### config.mk
export PLATFORM = sky130hd
export DESIGN_NAME = uart_buffered
export DESIGN_NICKNAME = d
export VERILOG_FILES = /design/src/rtl/uart_pkg.sv /design/src/rtl/sync_fifo.sv /design/src/rtl/uart_buffered.sv
export SDC_FILE = /design/constraint.sdc
export NUM_CORES = 1
export LEC_CHECK = 0
export ABC_AREA = 1
export CAP_MARGIN = 5
export CORE_ASPECT_RATIO = 1.2
export CORE_UTILIZATION = 35
export CTS_BUF_LIST = sky130_fd_sc_hd__clkbuf_4 sky130_fd_sc_hd__clkbuf_8
export DETAILED_ROUTE_END_ITERATION = 10
export HOLD_SLACK_MARGIN = 0.05
export PLACE_DENSITY = 0.46
export SETUP_SLACK_MARGIN = 0.05
export SYNTH_ARGS = -nofsm -noshare
export SYNTH_HDL_FRONTEND = slang
export SYNTH_SLANG_ARGS = --single-unit
### constraint.sdc
create_clock -name clk -period 4.78 [get_ports clk]
set_clock_uncertainty 0.15 [all_clocks]
set_input_delay 0.956 -clock clk [delete_from_list [all_inputs] [get_ports clk]]
set_output_delay 0.956 -clock clk [all_outputs]
set_load 0.01 [all_outputs]
### src/rtl/uart_pkg.sv
// Shared constants and state encodings for the buffered UART.
package uart_pkg;

  localparam int unsigned PARITY_NONE = 0;
  localparam int unsigned PARITY_ODD  = 1;
  localparam int unsigned PARITY_EVEN = 2;

  localparam int unsigned MIN_DIVISOR = 4;

  typedef enum logic [2:0] {
    TX_IDLE,
    TX_START,
    TX_DATA,
    TX_PARITY,
    TX_STOP
  } tx_state_t;

  typedef enum logic [2:0] {
    RX_IDLE,
    RX_START,
    RX_DATA,
    RX_PARITY,
    RX_STOP
  } rx_state_t;

  // Data narrower than 8 bits is zero-padded, which does not change the parity.
  function automatic logic parity_bit(input logic [7:0] data, input int unsigned mode);
    return (mode == PARITY_ODD) ? ~^data : ^data;
  endfunction

endpackage

### src/rtl/sync_fifo.sv
// Single-clock FIFO with first-word fall-through head and occupancy count.
module sync_fifo #(
  parameter int unsigned WIDTH = 8,
  parameter int unsigned DEPTH = 16
) (
  input  logic                     clk,
  input  logic                     nrst,
  input  logic                     push,
  input  logic [WIDTH-1:0]         din,
  input  logic                     pop,
  output logic                     full,
  output logic                     empty,
  output logic [$clog2(DEPTH):0]   level,
  output logic [WIDTH-1:0]         head
);

  localparam int unsigned AW = $clog2(DEPTH);

  logic [WIDTH-1:0] mem [DEPTH];
  logic [AW-1:0]    wr_ptr;
  logic [AW-1:0]    rd_ptr;
  logic             do_push;
  logic             do_pop;

  assign empty   = (level == '0);
  assign full    = (level == (AW+1)'(DEPTH));
  assign do_pop  = pop && !empty;
  // A push into a full FIFO is still taken when a pop frees the slot this cycle.
  assign do_push = push && (!full || do_pop);
  assign head    = empty ? '0 : mem[rd_ptr];

  always_ff @(posedge clk or negedge nrst) begin
    if (!nrst) begin
      wr_ptr <= '0;
      rd_ptr <= '0;
      level  <= '0;
    end else begin
      if (do_push) wr_ptr <= wr_ptr + AW'(1);
      if (do_pop)  rd_ptr <= rd_ptr + AW'(1);
      case ({do_push, do_pop})
        2'b10:   level <= level + (AW+1)'(1);
        2'b01:   level <= level - (AW+1)'(1);
        default: level <= level;
      endcase
    end
  end

  always_ff @(posedge clk) begin
    if (do_push) mem[wr_ptr] <= din;
  end

endmodule

### src/rtl/uart_buffered.sv
// UART with TX/RX FIFOs, runtime bit-period divisor and sticky RX error flags.
module uart_buffered
  import uart_pkg::*;
#(
  parameter int unsigned DIV_W      = 16,
  parameter int unsigned DATA_BITS  = 8,
  parameter int unsigned PARITY     = 0,
  parameter int unsigned STOP_BITS  = 1,
  parameter int unsigned FIFO_DEPTH = 16
) (
  input  logic                          clk,
  input  logic                          nrst,
  input  logic [DIV_W-1:0]              divisor,
  output logic                          tx,
  input  logic                          rx,
  input  logic [DATA_BITS-1:0]          tx_data,
  input  logic                          tx_valid,
  output logic                          tx_ready,
  output logic [DATA_BITS-1:0]          rx_data,
  output logic                          rx_valid,
  input  logic                          rx_ready,
  output logic                          tx_busy,
  output logic [$clog2(FIFO_DEPTH):0]   tx_level,
  output logic [$clog2(FIFO_DEPTH):0]   rx_level,
  output logic                          frame_err,
  output logic                          parity_err,
  output logic                          overrun,
  input  logic                          err_clear
);

  logic [DIV_W-1:0] eff_div;
  assign eff_div = (divisor < DIV_W'(MIN_DIVISOR)) ? DIV_W'(MIN_DIVISOR) : divisor;

  // ---------------- TX path ----------------
  logic                 tx_full, tx_empty, tx_push, tx_pop, tx_last_stop;
  logic [DATA_BITS-1:0] tx_head, tx_shift;
  tx_state_t            tx_state;
  logic [DIV_W-1:0]     tx_div, tx_cnt;
  logic [2:0]           tx_bit;
  logic                 tx_par, tx_stop_cnt;

  assign tx_ready     = !tx_full;
  assign tx_push      = tx_valid && tx_ready;
  assign tx_busy      = (tx_state != TX_IDLE) || !tx_empty;
  assign tx_last_stop = (STOP_BITS == 1) || tx_stop_cnt;
  assign tx_pop       = !tx_empty &&
                        ((tx_state == TX_IDLE) ||
                         (tx_state == TX_STOP && tx_cnt == '0 && tx_last_stop));

  sync_fifo #(.WIDTH(DATA_BITS), .DEPTH(FIFO_DEPTH)) u_tx_fifo (
    .clk   (clk),
    .nrst  (nrst),
    .push  (tx_push),
    .din   (tx_data),
    .pop   (tx_pop),
    .full  (tx_full),
    .empty (tx_empty),
    .level (tx_level),
    .head  (tx_head)
  );

  always_ff @(posedge clk or negedge nrst) begin
    if (!nrst) begin
      tx_state    <= TX_IDLE;
      tx          <= 1'b1;
      tx_div      <= '0;
      tx_cnt      <= '0;
      tx_shift    <= '0;
      tx_bit      <= '0;
      tx_par      <= 1'b0;
      tx_stop_cnt <= 1'b0;
    end else begin
      case (tx_state)
        TX_IDLE: begin
          tx <= 1'b1;
          if (tx_pop) begin
            tx_state <= TX_START;
            tx       <= 1'b0;
            tx_div   <= eff_div;
            tx_cnt   <= eff_div - DIV_W'(1);
            tx_shift <= tx_head;
            tx_par   <= parity_bit(8'(tx_head), PARITY);
          end
        end
        default: begin
          if (tx_cnt != '0) begin
            tx_cnt <= tx_cnt - DIV_W'(1);
          end else begin
            tx_cnt <= tx_div - DIV_W'(1);
            case (tx_state)
              TX_START: begin
                tx_state <= TX_DATA;
                tx       <= tx_shift[0];
                tx_shift <= tx_shift >> 1;
                tx_bit   <= '0;
              end
              TX_DATA: begin
                if (tx_bit == 3'(DATA_BITS - 1)) begin
                  if (PARITY != PARITY_NONE) begin
                    tx_state <= TX_PARITY;
                    tx       <= tx_par;
                  end else begin
                    tx_state    <= TX_STOP;
                    tx          <= 1'b1;
                    tx_stop_cnt <= 1'b0;
                  end
                end else begin
                  tx       <= tx_shift[0];
                  tx_shift <= tx_shift >> 1;
                  tx_bit   <= tx_bit + 3'd1;
                end
              end
              TX_PARITY: begin
                tx_state    <= TX_STOP;
                tx          <= 1'b1;
                tx_stop_cnt <= 1'b0;
              end
              TX_STOP: begin
                if (!tx_last_stop) begin
                  tx_stop_cnt <= 1'b1;
                end else if (tx_pop) begin
                  // Chain straight into the next start bit with a freshly latched divisor.
                  tx_state <= TX_START;
                  tx       <= 1'b0;
                  tx_div   <= eff_div;
                  tx_cnt   <= eff_div - DIV_W'(1);
                  tx_shift <= tx_head;
                  tx_par   <= parity_bit(8'(tx_head), PARITY);
                end else begin
                  tx_state <= TX_IDLE;
                end
              end
              default: tx_state <= TX_IDLE;
            endcase
          end
        end
      endcase
    end
  end

  // ---------------- RX path ----------------
  logic                 rx_s1, rx_s2, rx_prev, rx_fall;
  logic                 rx_full, rx_empty, rx_pop, rx_push;
  rx_state_t            rx_state;
  logic [DIV_W-1:0]     rx_div, rx_cnt;
  logic [DATA_BITS-1:0] rx_shift;
  logic [2:0]           rx_bit;
  logic                 rx_par;

  assign rx_fall  = rx_prev && !rx_s2;
  assign rx_valid = !rx_empty;
  assign rx_pop   = rx_valid && rx_ready;

  always_ff @(posedge clk or negedge nrst) begin
    if (!nrst) begin
      rx_s1   <= 1'b1;
      rx_s2   <= 1'b1;
      rx_prev <= 1'b1;
    end else begin
      rx_s1   <= rx;
      rx_s2   <= rx_s1;
      rx_prev <= rx_s2;
    end
  end

  sync_fifo #(.WIDTH(DATA_BITS), .DEPTH(FIFO_DEPTH)) u_rx_fifo (
    .clk   (clk),
    .nrst  (nrst),
    .push  (rx_push),
    .din   (rx_shift),
    .pop   (rx_pop),
    .full  (rx_full),
    .empty (rx_empty),
    .level (rx_level),
    .head  (rx_data)
  );

  always_ff @(posedge clk or negedge nrst) begin
    if (!nrst) begin
      rx_state   <= RX_IDLE;
      rx_div     <= '0;
      rx_cnt     <= '0;
      rx_shift   <= '0;
      rx_bit     <= '0;
      rx_par     <= 1'b0;
      rx_push    <= 1'b0;
      frame_err  <= 1'b0;
      parity_err <= 1'b0;
    end else begin
      rx_push <= 1'b0;
      // Clearing first lets an error event later in this block take precedence.
      if (err_clear) begin
        frame_err  <= 1'b0;
        parity_err <= 1'b0;
      end
      case (rx_state)
        RX_IDLE: begin
          if (rx_fall) begin
            rx_state <= RX_START;
            rx_div   <= eff_div;
            rx_cnt   <= eff_div >> 1;
          end
        end
        default: begin
          if (rx_cnt != '0) begin
            rx_cnt <= rx_cnt - DIV_W'(1);
          end else begin
            rx_cnt <= rx_div - DIV_W'(1);
            case (rx_state)
              RX_START: begin
                if (rx_s2) begin
                  rx_state <= RX_IDLE;
                end else begin
                  rx_state <= RX_DATA;
                  rx_bit   <= '0;
                end
              end
              RX_DATA: begin
                rx_shift <= {rx_s2, rx_shift[DATA_BITS-1:1]};
                if (rx_bit == 3'(DATA_BITS - 1)) begin
                  rx_state <= (PARITY != PARITY_NONE) ? RX_PARITY : RX_STOP;
                end else begin
                  rx_bit <= rx_bit + 3'd1;
                end
              end
              RX_PARITY: begin
                rx_par   <= rx_s2;
                rx_state <= RX_STOP;
              end
              RX_STOP: begin
                rx_state <= RX_IDLE;
                if (!rx_s2) begin
                  frame_err <= 1'b1;
                end else if (PARITY != PARITY_NONE &&
                             parity_bit(8'(rx_shift), PARITY) != rx_par) begin
                  parity_err <= 1'b1;
                end else begin
                  rx_push <= 1'b1;
                end
              end
              default: rx_state <= RX_IDLE;
            endcase
          end
        end
      endcase
    end
  end

  always_ff @(posedge clk or negedge nrst) begin
    if (!nrst) begin
      overrun <= 1'b0;
    end else if (rx_push && rx_full && !rx_pop) begin
      overrun <= 1'b1;
    end else if (err_clear) begin
      overrun <= 1'b0;
    end
  end

endmodule

==> flow_summary.json, run 1 <==
{
  "power.leakage_nw": 8.04,
  "hold_path.class": "reg2reg",
  "initial_utilization_pct": 35.5,
  "finalSetupViolations": 0,
  "fin_crit_ps": 4220,
  "r2r.worst_path.cells": 19,
  "clk_pin_slew_worst_paths_ps": 60,
  "routed_wire_length_per_instance_um": 18.9,
  "first_iter_violations": 679,
  "num_rows": 90,
  "max-vdd-ir-drop_mv": 0.317,
  "sum_of_net_half_perimeters_after_detailed_placement_mm": 32.0,
  "fp.dieArea_um2": 51800,
  "timing.hold.worst.start": "rx_s1",
  "grt.overflow.total": 0,
  "slew-limit-headroom_pct": 26.1,
  "drt_wl_total_mm": 48.7,
  "syn_area_um2": 17800,
  "yosys.area.top_type": "sky130_fd_sc_hd__edfxtp_1",
  "routed_via_density": 5.07,
  "die_w_um": 208,
  "place.port_buffers": 53,
  "synthDistinctLibCells": 52,
  "final_critical_path_share_of_the_clock_period_pct": 88.4,
  "drt_first_pass_iters": 5,
  "vias": 13100,
  "power.density_nw_per_um2": 600,
  "areaGrowthSynthToFinish_pct": 14.4,
  "synth-seq-cells": 381,
  "worstSkewPairLatency_ps": 640,
  "htree_num_levels": 3,
  "worst_r2r_endpoint": "u_tx_fifo.level[4]",
  "yosys-top-cells-area": "sky130_fd_sc_hd__edfxtp_1, sky130_fd_sc_hd__dfrtp_1, sky130_fd_sc_hd__nand2_1, sky130_fd_sc_hd__nor2_1, sky130_fd_sc_hd__o21ai_0",
  "place.gp.congestion": 0.904,
  "synthCells": 1816,
  "seq_area_frac_synth_pct": 60.7,
  "r2r_slack_ps": 1570,
  "antenna_violations_before_repair": 2,
  "via_count_of_the_first_global_routing_pass": 13200,
  "max_cap_violations": 0,
  "worst_r2r_startpoint": "tx_cnt[0]",
  "cts.path.max_buffers": 3,
  "cp.arrival_ps": 3120,
  "final_layout_size_suffix_gt1_share_pct": 8.87,
  "rsz0062_at_grt": "no",
  "most-common-layout-cells": "sky130_fd_sc_hd__nand2_1, sky130_fd_sc_hd__nor2_1, sky130_fd_sc_hd__edfxtp_1",
  "crit_path_end_kind": "output port",
  "critical_path_fanout_max": 66,
  "antenna_left": 0,
  "critical_path.startpoint_type": "flip-flop",
  "synth_flop_cell": "sky130_fd_sc_hd__edfxtp_1",
  "yosysWarningCount": 0,
  "synth-edff-count": 256,
  "hold_viol_final": 0,
  "grt_usage_pct": 19.0,
  "io_pins": 55,
  "cts_resized": 0,
  "cts_inserted_buffers": 67,
  "cts_setup_buffers": 0,
  "post-route-util_pct": 40.6,
  "synth_async_sr_flop_share_pct": 32.8,
  "timing.fmax_mhz": 237,
  "finish.net_count": 1945,
  "timing.critical_path.required_ps": 3670,
  "cp-endpoint": "rx_data[3]",
  "core_area_um2": 50200,
  "drcViolationCount": 0,
  "share_of_yosys_cell_area_claimed_by_the_top_area_cell_type_pct": 43.2,
  "holdWs_ps": 192,
  "wire_length_of_the_first_global_routing_pass_mm": 75.6,
  "number_of_clock_sinks": 381,
  "die_height_um": 249,
  "worstSetupPathType": "reg2out",
  "cts_root_buffer": "sky130_fd_sc_hd__clkbuf_8",
  "tightest_pin_transition_ps": 1110,
  "synth_area_per_cell_um2": 9.81,
  "synth.net_count": 1875,
  "worstSetupStartpoint": "u_rx_fifo.rd_ptr[0]",
  "mostFrequentLayoutCell": "sky130_fd_sc_hd__nand2_1",
  "cts.hold.buffers_added": 0,
  "tritoncts": "done",
  "timing_max_transition_violations_final": 0,
  "status": "finished clean",
  "grt_max_degree": 75,
  "setup_tns_ps": 0
}
Yosys cell counts (all sizes together) (2+ instances only):
library cell and instances:
inv 159, clkinv 4, nand2 321, a21oi 45, ha 27, nor4 4, o211ai 23, o21a 3
o21ai 226, xor2 34, fa 2, xnor2 7, edfxtp 256, o22ai 19, buf 19, o31ai 2
a31oi 8, nand3 97, o221ai 36, a22oi 3, dfstp 4, or2 4, a32o 2, nor2 312
nand4 14, nand3b 2, clkbuf 48, dfrtp 121, nor3 8
power by group:
group          switching [mW]  internal [mW]
registers               0.409           4.08
clock network            1.36           1.80
logic                    3.06           1.51
worst min path at each step:
| stage | endpoint | slack, ps | depth (start not counted) |
|---|---|---|---|
| CTS | rx_s2 | 190 | 0 |
| finish | rx_s2 | 190 | 0 |
| global route | rx_s2 | 190 | 0 |
| global placement | rx_s2 | 200 | 0 |
| floorplan | rx_s2 | 200 | 0 |
| detailed placement | rx_s2 | 200 | 0 |
layer usage:
metal | global-route usage [%] | up-vias | routed length [µm]
li1 | - | 6364 | -
met1 | 23.5 | 6370 | 21000
met2 | 33.5 | 281 | 24500
met3 | 2.72 | 83 | 1990
met4 | 7.28 | 0 | 1220
met5 | 0 | - | 0
through the flow:
step / setup WS, ps / cell area [µm²] / power [mW] / cells
floorplan: 1830 / 17800 / 7.60 / 1816
global placement: 1050 / 19000 / 9.17 / 2461
detailed placement: 1010 / 19000 / 9.19 / 2461
CTS: 497 / 20400 / 12.4 / 2583
global route: 328 / 20400 / 13.1 / 2584
finish: 555 / 20400 / 12.2 / 2584
cells by family (layout without fill, tap and decap cells):
logic type / Yosys count / after routing / synth area share (%)
AO/OA/AOI/OAI: 370 / 370 / 11.9
XOR/XNOR: 41 / 41 / 2.02
adder cells (fa/ha/maj): 29 / 29 / 2.12
multiplexers: 1 / 1 / 0.0632
flip-flops: 381 / 381 / 60.7
AND/OR/NAND/NOR: 763 / 763 / 18.0
other: 1 / 2 / 0.0211
buffers and inverters: 230 / 353 / 5.18
critical path, stage by stage (launching register included):
cell and delay [ps]:
sky130_fd_sc_hd__dfrtp_2 350, sky130_fd_sc_hd__buf_4 530, sky130_fd_sc_hd__o21ai_0 190, sky130_fd_sc_hd__o221ai_1 410, sky130_fd_sc_hd__nand3_1 200, sky130_fd_sc_hd__a21oi_1 190
sky130_fd_sc_hd__clkdlybuf4s50_1 560
registers in the layout (all words and copies together) (netlist names), 3 cells and up:
name and cells:
rx_shift 8, u_rx_fifo.mem 128, tx_state 3, tx_cnt 16, u_tx_fifo.level 5, u_tx_fifo.rd_ptr 4, rx_div 16, rx_cnt 16
rx_state 3, u_tx_fifo.wr_ptr 4, tx_div 16, u_tx_fifo.mem 128, tx_shift 8, u_rx_fifo.wr_ptr 4, rx_bit 3, tx_bit 3
u_rx_fifo.rd_ptr 4, u_rx_fifo.level 5
final cells by class:
type,instances,area [µm²]
Multi-Input combinational cell,1205,6070
Inverter,163,618
Timing Repair Buffer,68,657
Antenna cell,1,2.50
Fill cell,4960,29800
Clock inverter,15,134
Clock buffer,107,1270
Sequential cell,381,10800
Tap cell,644,806
(Power assumes the default switching activity.)
==> run 2: changes to the inputs <==
--- a/config.mk
+++ b/config.mk
@@ -16,4 +16,5 @@
 export SETUP_SLACK_MARGIN = 0.05
 export SYNTH_ARGS = -nofsm -noshare
 export SYNTH_HDL_FRONTEND = slang
+export SYNTH_HIERARCHICAL = 1
 export SYNTH_SLANG_ARGS = --single-unit
==> run 2 against run 1 <==
Clock-buffer cell count increased by 1; via count increased by 3.9%; flip-flop and latch count did not move; critical endpoint is now tx_busy; synthesized cell count is 8.9% higher; final cell count increased by 8.5%.
==> flow_summary.json, run 2 <==
{
  "number_of_clock_sinks": 381,
  "antenna_left": 0,
  "holdWs_ps": 206,
  "yosys-top-cells-area": "sky130_fd_sc_hd__edfxtp_1, sky130_fd_sc_hd__dfrtp_1, sky130_fd_sc_hd__nand2_1, sky130_fd_sc_hd__nand3_1, sky130_fd_sc_hd__nor2_1",
  "initial_utilization_pct": 35.6,
  "detailedPlace.worstSlack_ps": 1100,
  "power.density_nw_per_um2": 594,
  "netlist_top_cells_count": "sky130_fd_sc_hd__nand2_1, sky130_fd_sc_hd__nand3_1, sky130_fd_sc_hd__edfxtp_1",
  "critical_path.startpoint_type": "flip-flop",
  "post-route-util_pct": 40.5,
  "place.port_buffers": 53,
  "timing.fmax_mhz": 244,
  "antenna_violations_before_repair": 1,
  "max-vdd-ir-drop_mv": 0.236,
  "synthDistinctLibCells": 49,
  "post-route-worst-setup-slack_ps": 686,
  "worst_hold_path.num_cells": 0,
  "share_of_yosys_cell_area_claimed_by_the_top_area_cell_type_pct": 41.7,
  "critical-path-top-delay-family": "buffers and inverters",
  "cts_resized": 0,
  "slowest_delay_ps": 540,
  "wire_length_of_the_first_global_routing_pass_mm": 77.8,
  "synth-seq-cells": 381,
  "worst_path_most_repeated_cell": "sky130_fd_sc_hd__inv_2",
  "final_layout_size_suffix_gt1_share_pct": 10.2,
  "synth_area_per_cell_um2": 9.32,
  "worstSkewPairLatency_ps": 630,
  "grt_usage_pct": 18.9,
  "crit_chain": "nor2_2 -> inv_2 -> nor2_4 -> inv_2 -> nor2_4 -> inv_2 -> clkdlybuf4s50_1",
  "r2r.worst_path.cells": 11,
  "cts_setup_buffers": 0,
  "cts_inserted_buffers": 68,
  "slew-limit-headroom_pct": 33.9,
  "syn_area_um2": 18400,
  "critical_path_fanout_max": 23,
  "areaGrowthSynthToFinish_pct": 13.5,
  "critPathBufInv": 4,
  "largest_registers": "u_rx_fifo/mem (128), u_tx_fifo/mem (128)",
  "cp.arrival_ps": 2990,
  "worstSetupPathType": "reg2out",
  "hold_path.class": "reg2reg",
  "tritoncts": "done",
  "most-common-layout-cells": "sky130_fd_sc_hd__nand2_1, sky130_fd_sc_hd__nand3_1, sky130_fd_sc_hd__edfxtp_1",
  "fp.dieArea_um2": 53600,
  "synthCells": 1978,
  "max_cap_violations": 0,
  "yosys.area.top_type": "sky130_fd_sc_hd__edfxtp_1",
  "die_w_um": 211,
  "via_count_of_the_first_global_routing_pass": 13600,
  "postPlaceCellArea_um2": 19500,
  "fin_crit_ps": 4090,
  "grt_max_degree": 82,
  "final_critical_path_share_of_the_clock_period_pct": 85.6,
  "worst-path-stages": 7,
  "hold_viol_final": 0,
  "rsz0062_at_grt": "no",
  "clk_pin_slew_worst_paths_ps": 60,
  "mostFrequentLayoutCell": "sky130_fd_sc_hd__nand2_1",
  "cts_root_buffer": "sky130_fd_sc_hd__clkbuf_8",
  "core_area_um2": 51700,
  "first_iter_violations": 750,
  "num_rows": 91,
  "timing_max_transition_violations_final": 0,
  "design_area_um2": 20900,
  "drt_first_pass_iters": 5,
  "synth.net_count": 2034,
  "timing.critical_path.slowest_stage_cell": "sky130_fd_sc_hd__clkdlybuf4s50_1",
  "routed_via_density": 4.85,
  "routed_wire_length_per_instance_um": 17.5,
  "synth_async_sr_flop_share_pct": 32.8,
  "sum_of_net_half_perimeters_after_detailed_placement_mm": 31.8,
  "finish.net_count": 2107,
  "crit_path_end_kind": "output port",
  "grt.overflow.total": 0,
  "seq_area_frac_synth_pct": 58.7,
  "place.gp.congestion": 0.839,
  "synthMostInstantiatedCell": "sky130_fd_sc_hd__nand2_1",
  "cts.hold.buffers_added": 0,
  "timing.critical_path.required_ps": 3670,
  "io_pins": 55,
  "cts.path.max_buffers": 3,
  "status": "finished clean",
  "yosysWarningCount": 6,
  "power.leakage_nw": 8.72,
  "die_height_um": 253,
  "drcViolationCount": 0,
  "synth-edff-count": 256,
  "finalSetupViolations": 0,
  "vias": 13600,
  "synth_flop_cell": "sky130_fd_sc_hd__edfxtp_1",
  "htree_num_levels": 3,
  "tightest_pin_transition_ps": 988,
  "setup_tns_ps": 0,
  "drt_wl_total_mm": 49.2
}
[run 2: final timing paths]
kind | from | slack (ps) | endpoint
max in group asynchronous | nrst | 3350 | tx
min in group asynchronous | nrst | 250 | tx_bit[1]
hold / removal | rx_s1 | 210 | rx_s2
setup reg to reg | tx_state[1] | 1490 | u_tx_fifo/mem[0][4]
setup / recovery | tx_state[1] | 690 | tx_busy
hold reg to reg | rx_s1 | 210 | rx_s2
[run 2: logic make-up after synthesis]
logic type               share of synthesized area (%)
adder cells (fa/ha/maj)                           1.85
buffers and inverters                             5.98
XOR/XNOR                                          1.76
AND/OR/NAND/NOR                                   26.6
flip-flops                                        58.7
multiplexers                                     0.183
other                                           0.0203
AO/OA/AOI/OAI                                     4.85
[run 2: area by class of cell]
cell class | count | area (µm²)
antenna | 1 | 2.50
inverter | 166 | 627
clock buffer | 108 | 1290
timing repair buffer | 73 | 694
tap | 697 | 872
sequential | 381 | 10800
clock inverter | 16 | 106
fill | 5180 | 30800
multi-input combinational | 1361 | 6510
[run 2: metrics by stage]
step | power [mW] | std cells
6_report | 12.4 | 2803
5_1_grt | 13.4 | 2803
4_1_cts | 12.6 | 2802
3_5_place_dp | 9.41 | 2678
3_3_place_gp | 9.39 | 2678
2_1_floorplan | 7.94 | 1978
[run 2: layer usage]
| layer | track usage [%] | vias to the layer above | wire, µm |
|---|---|---|---|
| met3 | 3.34 | 67 | 2260 |
| met2 | 31.9 | 283 | 23900 |
| met5 | 0 | - | 0 |
| li1 | - | 6734 | - |
| met1 | 24.5 | 6520 | 22000 |
| met4 | 6.09 | 0 | 964 |
[run 2: where the power goes]
group	leakage, nW	switching, mW	total [mW]	internal [mW]
logic	4.06	3.24	4.83	1.59
clock network	0.742	1.39	3.11	1.73
registers	3.91	0.430	4.49	4.06
total	8.72	5.05	12.4	7.38
==> run 3: changes to the inputs <==
--- a/config.mk
+++ b/config.mk
@@ -8,11 +8,11 @@
 export ABC_AREA = 1
 export CAP_MARGIN = 5
 export CORE_ASPECT_RATIO = 1.2
-export CORE_UTILIZATION = 35
+export CORE_UTILIZATION = 55
 export CTS_BUF_LIST = sky130_fd_sc_hd__clkbuf_4 sky130_fd_sc_hd__clkbuf_8
 export DETAILED_ROUTE_END_ITERATION = 10
 export HOLD_SLACK_MARGIN = 0.05
-export PLACE_DENSITY = 0.46
+export PLACE_DENSITY = 0.68
 export SETUP_SLACK_MARGIN = 0.05
 export SYNTH_ARGS = -nofsm -noshare
 export SYNTH_HDL_FRONTEND = slang
==> run 3 against run 2 <==
Worst hold slack got worse by 42 ps; routed wire length fell by 11%; die area fell by 36%; final cell count fell by 9.8%; sequential share of layout area rose by 1.5 points; global-route usage rose by 7.2 points; combinational power fell by 2%; clock power fell by 12%; first-iteration DRC count rose by 58%; largest cell class unchanged; largest power group unchanged.
==> flow_summary.json, run 3 (synthesized netlist as in run 2, its figures left out) <==
{
  "p_switching_mw": 4.84,
  "routed_wire_length_per_instance_um": 17.3,
  "wl_on_met1_mm": 18.3,
  "io_pins": 55,
  "r2r.worst_path.cells": 11,
  "sum_of_net_half_perimeters_after_detailed_placement_mm": 28.7,
  "num_rows": 73,
  "die_w_um": 169,
  "drcViolationCount": 0,
  "finish.net_count": 2089,
  "power.leakage_nw": 8.57,
  "rsz0062_at_grt": "no",
  "setup_tns_ps": 0,
  "p_int_mw": 7.11,
  "finalSetupViolations": 0,
  "timing.critical_path.required_ps": 3670,
  "cts.hold.buffers_added": 0,
  "wl_met2_mm": 21.3,
  "worstSetupPathType": "reg2out",
  "cp.arrival_ps": 3150,
  "cts_inserted_buffers": 58,
  "worst_path_most_repeated_cell": "sky130_fd_sc_hd__nand2_1",
  "grt_usage_pct": 26.1,
  "fin_crit_ps": 4250,
  "critical_path_fanout_max": 47,
  "status": "finished clean",
  "first_iter_violations": 1185,
  "critical_path.startpoint_type": "flip-flop",
  "top_signal_layer_used": "met4",
  "power.sequential.fraction_pct": 37.5,
  "die_height_um": 203,
  "antenna_violations_before_repair": 0,
  "power.share.switching_pct": 40.5,
  "grt_max_degree": 73,
  "postPlaceCellArea_um2": 19100,
  "cts_resized": 0,
  "timing_max_transition_violations_final": 0,
  "timing.critical_path.slowest_stage_cell": "sky130_fd_sc_hd__inv_2",
  "slowest_delay_ps": 610,
  "hold_viol_final": 0,
  "insertedDiodeCount": 0,
  "final_critical_path_share_of_the_clock_period_pct": 89.0,
  "r2r_slack_ps": 1300,
  "cts_setup_buffers": 0,
  "worst_r2r_endpoint": "u_tx_fifo/mem[0][4]",
  "areaGrowthSynthToFinish_pct": 10.3,
  "largest_registers": "u_rx_fifo/mem (128), u_tx_fifo/mem (128)",
  "wire_length_of_the_first_global_routing_pass_mm": 70.0,
  "slew-limit-headroom_pct": 15.9,
  "drt_first_pass_iters": 6,
  "htree_num_levels": 2,
  "antenna_left": 0,
  "crit_chain": "inv_2 -> buf_4 -> nand2_1 -> nand3_1 -> nand3_1 -> nand2_1 -> nand2_1 -> a21oi_1 -> clkdlybuf4s50_1",
  "power.density_nw_per_um2": 588,
  "fp.dieArea_um2": 34200,
  "vias": 13700,
  "cts_root_buffer": "sky130_fd_sc_hd__clkbuf_8",
  "power.share.combinational_pct": 39.7,
  "number_of_clock_sinks": 381,
  "cp-endpoint": "rx_data[3]",
  "worstSkewPairLatency_ps": 630,
  "cts.path.max_buffers": 3,
  "p_clk_share_pct": 22.9,
  "tritoncts": "done",
  "design_area_um2": 20300,
  "worstSetupStartpoint": "u_rx_fifo/rd_ptr[0]",
  "hold_path.class": "in2async",
  "max-vdd-ir-drop_mv": 0.373,
  "timing.fmax_mhz": 235,
  "worst_r2r_startpoint": "tx_state[1]",
  "drt_wl_total_mm": 43.7,
  "tightest_pin_transition_ps": 1260,
  "grt.overflow.total": 0,
  "core_area_um2": 33100,
  "most-common-layout-cells": "sky130_fd_sc_hd__nand2_1, sky130_fd_sc_hd__nand3_1, sky130_fd_sc_hd__edfxtp_1",
  "routed-wl-met3_mm": 2.70,
  "final_layout_size_suffix_gt1_share_pct": 9.19,
  "clk_pin_slew_worst_paths_ps": 70,
  "mostFrequentLayoutCell": "sky130_fd_sc_hd__nand2_1",
  "initial_utilization_pct": 55.7,
  "via_count_of_the_first_global_routing_pass": 13400,
  "place.port_buffers": 53,
  "max_cap_violations": 0,
  "place.gp.congestion": 0.921,
  "routed_via_density": 5.44,
  "crit_path_end_kind": "output port"
}
run 3: final cells by class:
class	count	area (µm²)
clock buffer	89	1070
clock inverter	17	124
fill	2848	12700
inverter	166	627
multi-input combinational	1361	6510
sequential	381	10800
tap	450	563
timing repair buffer	65	622
run 3: worst min-delay path by stage:
stage,end,cells past startpoint,from
5_1_grt,u_rx_fifo/rd_ptr[3],1,nrst
3_3_place_gp,rx_s2,0,rx_s1
6_report,u_rx_fifo/rd_ptr[3],1,nrst
2_1_floorplan,rx_s2,0,rx_s1
4_1_cts,u_rx_fifo/rd_ptr[3],1,nrst
3_5_place_dp,rx_s2,0,rx_s1
run 3: layer usage:
layer | global-route usage, % | vias up
li1 | - | 6685
met3 | 4.44 | 87
met4 | 9.72 | 0
met5 | 0 | -
met1 | 33.7 | 6562
met2 | 44.2 | 415
run 3: power by group through the flow:
stage	registers, mW	clock network, mW	logic (mW)
final	4.48	2.73	4.74
after global routing	4.54	2.92	5.33
after CTS	4.47	2.79	4.73
after detailed placement	4.52	0	4.72
after global placement	4.51	0	4.61
after floorplan	4.43	0	3.51
run 3: critical path, delay by kind of cell (launching register included):
kind | cells | cell delay [ps]
AO/OA/AOI/OAI | 1 | 230
buffers and inverters | 3 | 1490
flip-flops | 1 | 400
AND/OR/NAND/NOR | 5 | 360
run 3: metrics by stage:
stage	worst slack, ps	hold slack, ps	utilization [%]	cells	power (mW)
after floorplan	1830	195	-	1978	7.94
after global placement	1140	202	57.9	2423	9.11
after detailed placement	1070	197	57.9	2423	9.24
after CTS	509	189	61.5	2529	12.0
after global routing	330	211	61.5	2529	12.8
final	526	163	61.5	2529	11.9
